<file path="src/rtl/uart_pkg.sv">
// Shared UART framing definitions used by both the transmit and receive paths.
package uart_pkg;

  // Frame-level FSM encoding, common to the receive and transmit sides.
  typedef enum logic [2:0] {
    IDLE   = 3'd0,
    START  = 3'd1,
    DATA   = 3'd2,
    PARITY = 3'd3,
    STOP   = 3'd4
  } uart_state_t;

  localparam int DATA_BITS = 8;
  localparam int STOP_BITS = 1;

  // Even parity: the parity bit makes the total count of ones even.
  function automatic logic even_parity(input logic [DATA_BITS-1:0] b);
    return ^b;
  endfunction

endpackage

</file>
<file path="src/rtl/resp_fifo.sv">
// Small synchronous FIFO for response bytes. Pointers carry an extra MSB so
// that full and empty can be told apart when the indices are equal.
module resp_fifo #(
  parameter int WIDTH = 8,
  parameter int DEPTH = 8
) (
  input  logic                     clk,
  input  logic                     rst,
  input  logic                     push,
  input  logic [WIDTH-1:0]         din,
  input  logic                     pop,
  output logic [WIDTH-1:0]         dout,
  output logic                     full,
  output logic                     empty,
  output logic [$clog2(DEPTH):0]   level
);

  localparam int AW = $clog2(DEPTH);

  logic [WIDTH-1:0] mem [DEPTH];
  logic [AW:0]      wr_ptr_reg;
  logic [AW:0]      rd_ptr_reg;
  logic [AW:0]      level_reg;
  logic             push_ok;
  logic             pop_ok;

  assign empty   = (wr_ptr_reg == rd_ptr_reg);
  assign full    = (wr_ptr_reg[AW] != rd_ptr_reg[AW]) &&
                   (wr_ptr_reg[AW-1:0] == rd_ptr_reg[AW-1:0]);
  assign pop_ok  = pop && !empty;
  // A push into a full FIFO is still taken when the head leaves this cycle.
  assign push_ok = push && (!full || pop_ok);
  // Head is read combinationally so the consumer can load it in the pop cycle.
  assign dout    = mem[rd_ptr_reg[AW-1:0]];
  assign level   = level_reg;

  // Storage write; contents are not reset, the pointers define validity.
  always_ff @(posedge clk) begin
    if (push_ok) begin
      mem[wr_ptr_reg[AW-1:0]] <= din;
    end
  end

  // Pointer and occupancy bookkeeping.
  always_ff @(posedge clk or negedge rst) begin
    if (!rst) begin
      wr_ptr_reg <= '0;
      rd_ptr_reg <= '0;
      level_reg  <= '0;
    end else begin
      if (push_ok) wr_ptr_reg <= wr_ptr_reg + 1'b1;
      if (pop_ok)  rd_ptr_reg <= rd_ptr_reg + 1'b1;
      case ({push_ok, pop_ok})
        2'b10:   level_reg <= level_reg + 1'b1;
        2'b01:   level_reg <= level_reg - 1'b1;
        default: level_reg <= level_reg;
      endcase
    end
  end

endmodule

</file>
<file path="src/rtl/uart_resp_tx.sv">
// Response return path: buffers {address, data} bytes from the register bus
// and serialises them as UART frames (start, 8 data LSB first, optional even
// parity, stop).
module uart_resp_tx
  import uart_pkg::*;
#(
  parameter int CLK_HZ     = 100000000,
  parameter int BAUD       = 9600,
  parameter int PARITY_EN  = 1,
  parameter int FIFO_DEPTH = 8
) (
  input  logic                          clk,
  input  logic                          rst,
  input  logic [3:0]                    address,
  input  logic [3:0]                    data_out,
  input  logic                          data_out_valid,
  input  logic                          ovf_clr,
  output logic                          tx,
  output logic                          busy,
  output logic                          overflow,
  output logic [$clog2(FIFO_DEPTH):0]   fifo_level
);

  localparam int DIV = CLK_HZ / BAUD;
  localparam int CW  = (DIV > 1) ? $clog2(DIV) : 1;

  uart_state_t   state_reg;
  uart_state_t   state_next;
  logic [CW-1:0] baud_cnt_reg;
  logic [2:0]    bit_cnt_reg;
  logic [7:0]    shift_reg;
  logic          parity_reg;
  logic          tx_reg;
  logic          tx_next;
  logic          overflow_reg;

  logic          fifo_full;
  logic          fifo_empty;
  logic [7:0]    fifo_dout;
  logic          pop;
  logic          drop;
  logic          baud_done;
  logic          data_last;
  logic          stop_last;

  assign pop       = (state_reg == IDLE) && !fifo_empty;
  assign drop      = data_out_valid && fifo_full && !pop;
  assign baud_done = (baud_cnt_reg == CW'(DIV - 1));
  assign data_last = (bit_cnt_reg == 3'(DATA_BITS - 1));
  assign stop_last = (bit_cnt_reg == 3'(STOP_BITS - 1));

  resp_fifo #(
    .WIDTH (8),
    .DEPTH (FIFO_DEPTH)
  ) u_fifo (
    .clk   (clk),
    .rst   (rst),
    .push  (data_out_valid),
    .din   ({address, data_out}),
    .pop   (pop),
    .dout  (fifo_dout),
    .full  (fifo_full),
    .empty (fifo_empty),
    .level (fifo_level)
  );

  // FSM state register.
  always_ff @(posedge clk or negedge rst) begin
    if (!rst) state_reg <= IDLE;
    else      state_reg <= state_next;
  end

  // Next-state: each line state lasts DIV cycles; IDLE leaves as soon as a byte waits.
  always_comb begin
    state_next = state_reg;
    case (state_reg)
      IDLE:   if (!fifo_empty) state_next = START;
      START:  if (baud_done) state_next = DATA;
      DATA:   if (baud_done && data_last)
                state_next = (PARITY_EN != 0) ? PARITY : STOP;
      PARITY: if (baud_done) state_next = STOP;
      STOP:   if (baud_done && stop_last) state_next = IDLE;
      default: state_next = IDLE;
    endcase
  end

  // Line level for the current state; registered below so tx is glitch-free.
  always_comb begin
    tx_next = 1'b1;
    case (state_reg)
      START:   tx_next = 1'b0;
      DATA:    tx_next = shift_reg[0];
      PARITY:  tx_next = parity_reg;
      default: tx_next = 1'b1;
    endcase
  end

  // Registered tx; reset forces the line idle immediately.
  always_ff @(posedge clk or negedge rst) begin
    if (!rst) tx_reg <= 1'b1;
    else      tx_reg <= tx_next;
  end

  // Baud/bit counters, shift register and parity capture.
  always_ff @(posedge clk or negedge rst) begin
    if (!rst) begin
      baud_cnt_reg <= '0;
      bit_cnt_reg  <= '0;
      shift_reg    <= '0;
      parity_reg   <= 1'b0;
    end else if (state_reg == IDLE) begin
      baud_cnt_reg <= '0;
      bit_cnt_reg  <= '0;
      if (pop) begin
        shift_reg  <= fifo_dout;
        parity_reg <= even_parity(fifo_dout);
      end
    end else if (baud_done) begin
      baud_cnt_reg <= '0;
      if (state_reg == DATA) begin
        shift_reg   <= shift_reg >> 1;
        bit_cnt_reg <= data_last ? 3'd0 : bit_cnt_reg + 3'd1;
      end else if (state_reg == STOP) begin
        bit_cnt_reg <= stop_last ? 3'd0 : bit_cnt_reg + 3'd1;
      end
    end else begin
      baud_cnt_reg <= baud_cnt_reg + 1'b1;
    end
  end

  // Sticky overflow; a drop in the same cycle as a clear keeps it set.
  always_ff @(posedge clk or negedge rst) begin
    if (!rst)         overflow_reg <= 1'b0;
    else if (drop)    overflow_reg <= 1'b1;
    else if (ovf_clr) overflow_reg <= 1'b0;
  end

  assign tx       = tx_reg;
  assign overflow = overflow_reg;
  assign busy     = (state_reg != IDLE) || (fifo_level != '0);

endmodule

</file>
<file path="config.mk">
export PLATFORM = sky130hd
export DESIGN_NAME = uart_resp_tx
export DESIGN_NICKNAME = d
export VERILOG_FILES = /design/src/rtl/uart_pkg.sv /design/src/rtl/resp_fifo.sv /design/src/rtl/uart_resp_tx.sv
export SDC_FILE = /design/constraint.sdc
export NUM_CORES = 1
export LEC_CHECK = 0
export BUFFER_PORTS_ARGS = -buffer_cell sky130_fd_sc_hd__clkbuf_2
export CAP_MARGIN = 20
export CORE_MARGIN = 3
export CORE_UTILIZATION = 30
export DETAILED_ROUTE_END_ITERATION = 7
export GPL_TIMING_DRIVEN = 0
export PLACE_DENSITY_LB_ADDON = 0.1
export SYNTH_ARGS = -nofsm -noshare
export SYNTH_HDL_FRONTEND = slang
export SYNTH_SLANG_ARGS = --single-unit
</file>
<file path="constraint.sdc">
create_clock -name clk -period 3 [get_ports clk]
set_input_delay 0.3 -clock clk [delete_from_list [all_inputs] [get_ports clk]]
set_output_delay 0.3 -clock clk [all_outputs]
set_load 0.05 [all_outputs]
</file>
==> flow_summary.json, run 1 <==
{
  "outcome": "complete, no violations",
  "setup_viol": 0,
  "detail-route-antenna-nets": 0,
  "synth-edff-count": 64,
  "fmax_mhz": 361.8,
  "p_comb_frac": 0.270,
  "numClockSinks": 107,
  "required_ps": 3240,
  "coreArea_mm2": 0.01531,
  "grt_first_pass_wirelength_mm": 15.35,
  "maxCapViolCount": 0,
  "cts_tree": "built",
  "critPathKind": "flip-flop to flip-flop",
  "finalHoldViolations": 0,
  "yosysTopAreaCell": "edfxtp_1",
  "path_common_cell": "xor2_1",
  "min_period_ps": 2764,
  "overflow": 0,
  "synth_top_area_frac": 0.4053,
  "clock_latency_ps": 350,
  "drtPass1Iterations": 4,
  "clockBufferDepth": 2,
  "nFillCells": 1497,
  "synth_cell_types": 44,
  "die-area_mm2": 0.01735,
  "crit_chain": "buf_6 -> buf_12 -> xor2_1 -> nor3_2 -> and2_1 -> nor2_4 -> ha_1 -> xor2_1 -> ha_1 -> a21oi_1 -> xor2_1 -> nor2_1 -> xor2_1",
  "synth_area_leaders": "edfxtp_1 41%, dfrtp_1 22%, mux4_2 5.7%",
  "netSwitchingFraction": 0.3236,
  "largest_register_ffs": 64,
  "netlist_area_mm2": 0.004742,
  "p_seq_frac": 0.465,
  "via_count": 2648,
  "die_h_um": 131.7,
  "syn_area_per_cell_um2": 14.28,
  "wl_mm": 9.457,
  "dpl.hpwl_mm": 6.263,
  "final_cell_mix": "64 x edfxtp_1, 42 x dfrtp_1, 32 x nor2_1, 23 x nand2_1, 19 x xnor2_1",
  "tightest_slew_ps": 654.0,
  "setup-tns-final_ps": 0,
  "drive_gt1_frac": 0.1902,
  "fin_skew_ps": 10.79,
  "critPathMaxFanout": 10,
  "initial_core_util": 0.3096,
  "seq_area_mm2": 0.002999,
  "cts_buffers": 9,
  "slew_headroom": 0.5635,
  "antenna_found_initial": 0,
  "syn_to_final_growth_pct": 15.25,
  "cts_max_level": 3,
  "viasPerCell": 4.573,
  "final_common_cell": "edfxtp_1",
  "portBuffers": 18,
  "worstPathArrival_ps": 3010,
  "yosysWarnings": 0,
  "clkSlewWorstSetupHoldPaths_ps": 70,
  "startpoint": "u_fifo.rd_ptr_reg[0]",
  "async_reset_ff_frac": 0.4019,
  "multi_input_area_mm2": 0.001685,
  "holdWs_ps": 130.1,
  "grt_usage": 0.1159,
  "syn-num-nets": 353,
  "nets": 384,
  "ys.flop_type": "edfxtp_1",
  "rows": 45,
  "cp_slowest_stage_delay_ps": 400,
  "hp-start": "ovf_clr",
  "crit_path_top_delay_cell": "dfrtp_1",
  "cts-root-buf": "clkbuf_16",
  "p_int_w": 0.002908,
  "vdd_drop_max_mv": 0.4016,
  "critPathLaunchType": "flip-flop",
  "place_congestion": 0.7328,
  "p_leak_nw": 2.047,
  "dpl_cell_area_mm2": 0.005137,
  "route.detailed.drc": 0,
  "pwr-share-clk": 0.265,
  "ys_ff_latch": 107,
  "rsz0062_at_grt": "false",
  "final.period_utilization": 0.9214,
  "die-width_um": 131.7,
  "ys_seq_area_frac": 0.6325,
  "antenna_cells": 0,
  "end_kind": "flip-flop",
  "r2r_start": "u_fifo.rd_ptr_reg[0]",
  "finalMaxSlewViolations": 0,
  "final_area_mm2": 0.005465,
  "p_sw_w": 0.001391,
  "grt_pass1_vias": 2742,
  "io_pins": 19,
  "drtIter0Drc": 113,
  "drt-wirelength-per-cell_um": 16.33,
  "grt_max_degree": 29,
  "powerDensity_mw_per_mm2": 786.7,
  "hold_path.class": "input pin to flip-flop",
  "synth_cells": 332
}
## routing by layer
metal  vias up  global-route usage  share of wire  routed length (um)
met5         -                   0              0                   0
met4         0             0.02625         0.0093                  88
met3         8             0.03599          0.031                 290
met2        36              0.1874           0.48                4572
met1      1328              0.1543           0.48                4506
li1       1276                   -              -                   -
## layout make-up
cell class,count,share of cell area
Sequential cell,107,0.5488
Multi-Input combinational cell,204,0.3084
Tap cell,211,0.04831
Clock buffer,11,0.04258
Timing Repair Buffer,21,0.02404
Buffer,11,0.01328
Clock inverter,5,0.008471
Inverter,9,0.006181
## Yosys cell counts (all sizes together), types with 2 or more instances
cell type,instances
xor2,15
mux2i,8
nand2,23
nand4bb,2
nand2b,3
nor2,38
mux2,10
nand4,5
nor3,8
xnor2,19
nand3,7
ha,9
dfrtp,42
and4,3
a21oi,13
a211oi,2
clkbuf,6
mux4,16
buf,6
and3,4
inv,9
edfxtp,64
and2,3
o21ai,7
## stage by stage
step	worst slack, ps	total power, W	utilization	instances
floorplan	285.6	0.002875	-	332
global placement	-871.1	0.003167	0.3328	561
detailed placement	-412.2	0.003197	0.3355	563
CTS	35.00	0.004384	0.3564	580
global route	23.59	0.004552	0.3569	579
finish	235.7	0.004299	0.3569	579
## worst max-delay path: cells and delay by family (launching register included)
| family | cells | cell delay [ps] |
|---|---|---|
| simple gates | 4 | 660 |
| xor+xnor | 4 | 640 |
| fa+ha+maj | 2 | 470 |
| flops | 1 | 400 |
| buf+inv | 2 | 330 |
| compound gates | 1 | 140 |
## power groups by stage
stage | combinational (W) | sequential (W) | clock (W)
6_report | 0.00116 | 0.00200 | 0.00114
5_1_grt | 0.00128 | 0.00203 | 0.00124
4_1_cts | 0.00122 | 0.00198 | 0.00118
3_5_place_dp | 0.00118 | 0.00201 | 0
3_3_place_gp | 0.00116 | 0.00201 | 0
2_1_floorplan | 0.000789 | 0.00209 | 0
## final timing paths
| kind | end | slack [ps] | cells after the start |
|---|---|---|---|
| setup / recovery | u_fifo.level[2] | 240 | 13 |
| hold / removal | overflow | 130 | 2 |
| setup reg to reg | u_fifo.level[2] | 240 | 13 |
| hold reg to reg | baud_cnt_reg[0] | 480 | 1 |
| max in group asynchronous | tx | 1970 | 3 |
| min in group asynchronous | overflow | 440 | 2 |
## repair_timing
item / in CTS / in global routing
hold endpoints to repair: 15 / 0
setup endpoints to repair: 51 / 16
buffers inserted: 0 / 0
pin swaps: 0 / 2
hold buffers: 1 / 0
gates resized for setup: 9 / 2
## logic make-up after synthesis
| kind of cell | count (synthesis) | synth area share |
|---|---|---|
| AND/OR/NAND/NOR | 100 | 0.1003 |
| AO/OA/AOI/OAI | 27 | 0.03430 |
| flip-flops | 107 | 0.6325 |
| XOR/XNOR | 34 | 0.06280 |
| buffers and inverters | 21 | 0.02322 |
| adder cells (fa/ha/maj) | 9 | 0.02375 |
| multiplexers | 34 | 0.1232 |
Power figures use the tool's default switching activity.
==> inputs of run 2 (changes only) <==
--- a/config.mk
+++ b/config.mk
@@ -7,11 +7,12 @@
 export LEC_CHECK = 0
 export BUFFER_PORTS_ARGS = -buffer_cell sky130_fd_sc_hd__clkbuf_2
 export CAP_MARGIN = 20
+export CORE_ASPECT_RATIO = 0.5
 export CORE_MARGIN = 3
 export CORE_UTILIZATION = 30
 export DETAILED_ROUTE_END_ITERATION = 7
 export GPL_TIMING_DRIVEN = 0
-export PLACE_DENSITY_LB_ADDON = 0.1
+export PLACE_DENSITY = 0.45
 export SYNTH_ARGS = -nofsm -noshare
 export SYNTH_HDL_FRONTEND = slang
 export SYNTH_SLANG_ARGS = --single-unit
==> run 2 against run 1 <==
  * Clock power is essentially flat
  * First-iteration DRC count grew 35%
  * Cell area shrank 0.21%
  * Highest routed layer unchanged
  * Via count is essentially flat
  * Fmax grew 1.8%
  * Global-route usage shrank 0.45 points
  * Sequential power is essentially flat
  * Utilization grew 0.74 points
  * Critical path depth grew 1
==> flow_summary.json, run 2 (synthesis gave the netlist of run 1 again) <==
{
  "detail-route-antenna-nets": 0,
  "rr_endpoint": "u_fifo.level[2]",
  "place_ws_ps": -331.7,
  "reg2reg_depth": 14,
  "critical_path.endpoint": "u_fifo.level[2]",
  "clock_latency_ps": 340,
  "drtPass1Iterations": 6,
  "slew_headroom": 0.3853,
  "die-area_mm2": 0.01744,
  "vdd_drop_max_mv": 0.2685,
  "final.period_utilization": 0.9055,
  "finalMaxSlewViolations": 0,
  "dp.cells": 550,
  "drt-wirelength-per-cell_um": 16.04,
  "r2r_start": "u_fifo.rd_ptr_reg[0]",
  "cts-root-buf": "clkbuf_16",
  "maxCapViolCount": 0,
  "instances_no_fill": 568,
  "portBuffers": 18,
  "end_kind": "flip-flop",
  "wl_mm": 9.111,
  "via_count": 2649,
  "holdWs_ps": 143.0,
  "final_cell_mix": "64 x edfxtp_1, 42 x dfrtp_1, 36 x nor2_1, 23 x nand2_1, 19 x xnor2_1",
  "setup_viol": 0,
  "nets": 386,
  "antenna_found_initial": 0,
  "critPathKind": "flip-flop to flip-flop",
  "final_common_cell": "edfxtp_1",
  "p_leak_nw": 2.067,
  "startpoint": "u_fifo.rd_ptr_reg[0]",
  "outcome": "complete, no violations",
  "antenna_cells": 0,
  "viasPerCell": 4.664,
  "setup-tns-final_ps": 0,
  "reg2reg_slack_ps": 280,
  "numClockSinks": 107,
  "place_congestion": 0.7759,
  "post_cts_buffers": 0,
  "clkSlewWorstSetupHoldPaths_ps": 80,
  "critPathLaunchType": "flip-flop",
  "hp-start": "ovf_clr",
  "critPathMaxFanout": 10,
  "rsz0062_at_grt": "false",
  "min_period_ps": 2717,
  "finalHoldViolations": 0,
  "overflow": 0,
  "grt_pass1_vias": 2743,
  "coreArea_mm2": 0.01497,
  "grt_max_degree": 44,
  "route.detailed.drc": 0,
  "fin_skew_ps": 9.119,
  "initial_core_util": 0.3167,
  "clockBufferDepth": 2,
  "dpl.hpwl_mm": 5.958,
  "worstPathArrival_ps": 2940,
  "grt_usage": 0.1115,
  "io_pins": 19,
  "drive_gt1_frac": 0.1865,
  "largest_register_ffs": 64,
  "rows": 31,
  "fmax_mhz": 368.1,
  "hold_path.class": "input pin to flip-flop",
  "required_ps": 3220,
  "syn_to_final_growth_pct": 15.01,
  "die_h_um": 94.90,
  "cts_buffers": 9,
  "die-width_um": 183.8,
  "setup_ws_ps": 283.5,
  "grt_first_pass_wirelength_mm": 14.73,
  "cts_tree": "built",
  "tightest_slew_ps": 918.7,
  "powerDensity_mw_per_mm2": 787.3,
  "cts_max_level": 3,
  "drtIter0Drc": 153
}
==> run 2: changes by cell type in the layout (fill, tap and decap cells not counted), moves of 2 or more <==
cell and delta:
nor2_2 -4, nor2_1 +4, clkinvlp_4 -2, inv_6 +3
==> run 2: what timing repair did <==
item / CTS / global route
endpoints found under the setup margin: 43 / 33
hold buffers: 0 / 1
pin swaps: 0 / 2
gates resized for setup: 4 / 3
hold endpoints to repair: 0 / 8
==> run 2: critical path, stage by stage, from the launching register on <==
cell and delay [ps]:
dfrtp_1 400, buf_6 170, buf_12 160, xor2_1 160, nor3_2 230, nand2_1 70, and2_1 230, inv_2 120
ha_1 260, xor2_1 100, ha_1 180, a21oi_1 140, xor2_1 160, nor2_1 60, xor2_1 140
==> run 2: cell type report <==
| type | count | area [um2] |
|---|---|---|
| well taps | 198 | 247.7 |
| flip-flops and latches | 107 | 2999 |
| plain buffers | 12 | 76.32 |
| clock inverters | 6 | 53.80 |
| inverters | 9 | 33.78 |
| fillers | 1444 | 9518 |
| repair buffers | 22 | 142.6 |
| multi-input cells | 204 | 1672 |
| clock buffers | 10 | 229.0 |
==> run 2: where the power goes <==
| group | internal [W] | switching, W | leakage (nW) |
|---|---|---|---|
| clock network | 0.000584 | 0.000556 | 0.142 |
| logic | 0.000511 | 0.000669 | 0.799 |
| registers | 0.00183 | 0.000146 | 1.13 |
==> run 2: how the worst min path moves through the flow <==
stage,end,slack [ps],depth (start not counted)
2_1_floorplan,baud_cnt_reg[0],4,0
3_5_place_dp,shift_reg[4],480,1
5_1_grt,overflow,140,2
4_1_cts,overflow,130,2
6_report,overflow,140,2
3_3_place_gp,baud_cnt_reg[0],470,1
==> run 2: through the flow <==
step / cell area (um2) / util / power (W)
finish: 5454 / 0.3643 / 0.004294
global route: 5454 / 0.3643 / 0.004537
CTS: 5410 / 0.3614 / 0.004350
detailed placement: 5112 / 0.3415 / 0.003191
global placement: 5080 / 0.3393 / 0.003142
floorplan: 4742 / - / 0.002875
==> run 2: per-layer routing <==
| layer | vias to the layer above | share of wire | track usage |
|---|---|---|---|
| li1 | 1281 | - | - |
| met1 | 1331 | 0.48 | 0.1440 |
| met2 | 31 | 0.49 | 0.1907 |
| met3 | 6 | 0.028 | 0.03078 |
| met4 | 0 | 0.0059 | 0.02263 |
| met5 | - | 0 | 0 |
==> inputs of run 3 (changes only) <==
==> constraint.sdc (replaced) <==
create_clock -name clk -period 2.6 [get_ports clk]
set_input_delay 0.26 -clock clk [delete_from_list [all_inputs] [get_ports clk]]
set_output_delay 0.26 -clock clk [all_outputs]
set_load 0.05 [all_outputs]
==> run 3 against run 2 <==
  * Register-to-register slack worse by 170 ps
  * Hold slack worse by 52 ps
  * Flip-flop and latch count unchanged
  * Via count up 2.7%
  * Cell count up 0.53%
  * Sequential share of layout area down 0.84 points
  * Non-clock buffer count up 3
  * Largest cell class unchanged
  * Highest routed layer unchanged
==> flow_summary.json, run 3 (synthesis gave the netlist of run 1 again) <==
{
  "place_ws_ps": -402.3,
  "fmax_mhz": 402.2,
  "route.detailed.drc": 0,
  "finalHoldViolations": 0,
  "drive_gt1_frac": 0.2279,
  "clock_latency_ps": 360,
  "netSwitchingFraction": 0.3279,
  "grt_max_degree": 44,
  "antenna_found_initial": 0,
  "end_kind": "flip-flop",
  "io_pins": 19,
  "fin_skew_ps": 14.58,
  "nFillCells": 1427,
  "crit_path_top_delay_cell": "dfrtp_1",
  "grt_usage": 0.1142,
  "p_int_w": 0.003404,
  "final.period_utilization": 0.9563,
  "viasPerCell": 4.764,
  "cts-root-buf": "clkbuf_16",
  "critPathBufInv": 1,
  "slew_headroom": 0.5840,
  "setup_ws_ps": 113.5,
  "syn_to_final_growth_pct": 16.81,
  "finalMaxSlewViolations": 0,
  "drt-wirelength-per-cell_um": 16.19,
  "rows": 31,
  "critPathMaxFanout": 8,
  "critPathLaunchType": "flip-flop",
  "drtIter0Drc": 131,
  "tightest_slew_ps": 623.3,
  "portBuffers": 18,
  "maxCapViolCount": 0,
  "cts_tree": "built",
  "outcome": "complete, no violations",
  "final_cell_mix": "64 x edfxtp_1, 42 x dfrtp_1, 32 x nor2_1, 22 x nand2_1, 19 x xnor2_1",
  "clkSlewWorstSetupHoldPaths_ps": 80,
  "hold_path.class": "input pin to flip-flop",
  "path_common_cell": "xor2_1",
  "worstPathArrival_ps": 2720,
  "die_h_um": 94.90,
  "min_period_ps": 2486,
  "required_ps": 2830,
  "cp_top_family": "flip-flops",
  "grt_first_pass_wirelength_mm": 14.90,
  "grt_pass1_vias": 2799,
  "overflow": 0,
  "p_total_w": 0.005065,
  "place_congestion": 0.7824,
  "dpl.hpwl_mm": 6.173,
  "cts_buffers": 9,
  "p_comb_frac": 0.277,
  "detail-route-antenna-nets": 0,
  "wl_mm": 9.243,
  "clockBufferDepth": 2,
  "antenna_cells": 0,
  "die-area_mm2": 0.01744,
  "p_seq_frac": 0.458,
  "die-width_um": 183.8,
  "drtPass1Iterations": 4,
  "crit_chain": "xor2_1 -> nor3_2 -> buf_4 -> and2_4 -> nor2_4 -> ha_4 -> xor2_1 -> ha_2 -> a21oi_2 -> xor2_1 -> nor2_1 -> xor2_1",
  "final_common_cell": "edfxtp_1",
  "initial_core_util": 0.3167,
  "vdd_drop_max_mv": 0.3955,
  "cts_max_level": 3,
  "powerDensity_mw_per_mm2": 914.3,
  "nets": 389,
  "via_count": 2720,
  "reg2reg_slack_ps": 110,
  "largest_register_ffs": 64,
  "pwr-share-clk": 0.265,
  "setup_viol": 0,
  "numClockSinks": 107,
  "cp_slowest_stage_delay_ps": 630,
  "coreArea_mm2": 0.01497,
  "critPathKind": "flip-flop to flip-flop",
  "p_sw_w": 0.001661,
  "p_leak_nw": 2.087
}
-- run 3: cell types whose count changed in the layout (fill, tap and decap cells not counted), moves of 2 or more --
cell	change
nor2_2	+4
nor3_4	+2
nor3_2	-2
buf_6	-3
ha_1	-3
ha_2	+2
nor2_1	-4
buf_4	+8
-- run 3: final timing paths --
check                                startpoint              end  cells after the start
max                        u_fifo.wr_ptr_reg[2]  u_fifo.level[2]                     12
min                                     ovf_clr         overflow                      2
max reg2reg                u_fifo.wr_ptr_reg[2]  u_fifo.level[2]                     12
min reg2reg                     baud_cnt_reg[0]  baud_cnt_reg[0]                      1
max in group asynchronous                   rst  u_fifo.level[0]                      3
min in group asynchronous                   rst   bit_cnt_reg[0]                      2
-- run 3: power groups by stage --
stage	registers, W	clock network [W]	logic, W
floorplan	0.00241	0	0.000919
global placement	0.00231	0	0.00133
detailed placement	0.00232	0	0.00137
CTS	0.00229	0.00138	0.00141
global route	0.00236	0.00145	0.00154
finish	0.00232	0.00134	0.00140
-- run 3: final cells by class --
class | count | area (um2) | area share
Clock inverter | 6 | 60.06 | 0.01084
Buffer | 10 | 63.81 | 0.01152
Multi-Input combinational cell | 204 | 1730 | 0.3124
Tap cell | 198 | 247.7 | 0.04473
Inverter | 9 | 36.28 | 0.006551
Sequential cell | 107 | 2999 | 0.5415
Timing Repair Buffer | 27 | 172.7 | 0.03117
Clock buffer | 10 | 229.0 | 0.04134
-- run 3: metal layers --
layer,vias up,GRT usage,share of wire
met5,-,0,0
met3,7,0.03463,0.032
met4,0,0.03206,0.012
li1,1289,-,-
met2,41,0.1975,0.50
met1,1383,0.1404,0.45
-- run 3: metrics by stage --
stage / hold WS (ps) / utilization / setup TNS (ps) / instance area, um2 / instances
global placement: 453.4 / 0.3400 / -22860 / 5090 / 548
detailed placement: 459.1 / 0.3406 / -16280 / 5100 / 548
CTS: 83.28 / 0.3629 / -836.1 / 5434 / 564
floorplan: -35.59 / - / 0 / 4752 / 332
global route: 80.04 / 0.3700 / -13.36 / 5539 / 571
finish: 90.86 / 0.3700 / 0 / 5539 / 571
-- run 3: what timing repair did --
action | 4_1_cts | 5_1_grt
gates resized for setup | 13 | 13
hold buffers | 0 | 1
buffers inserted | 0 | 7
endpoints found under the hold margin | 0 | 12
endpoints found under the setup margin | 59 | 37
pin swaps | 2 | 7
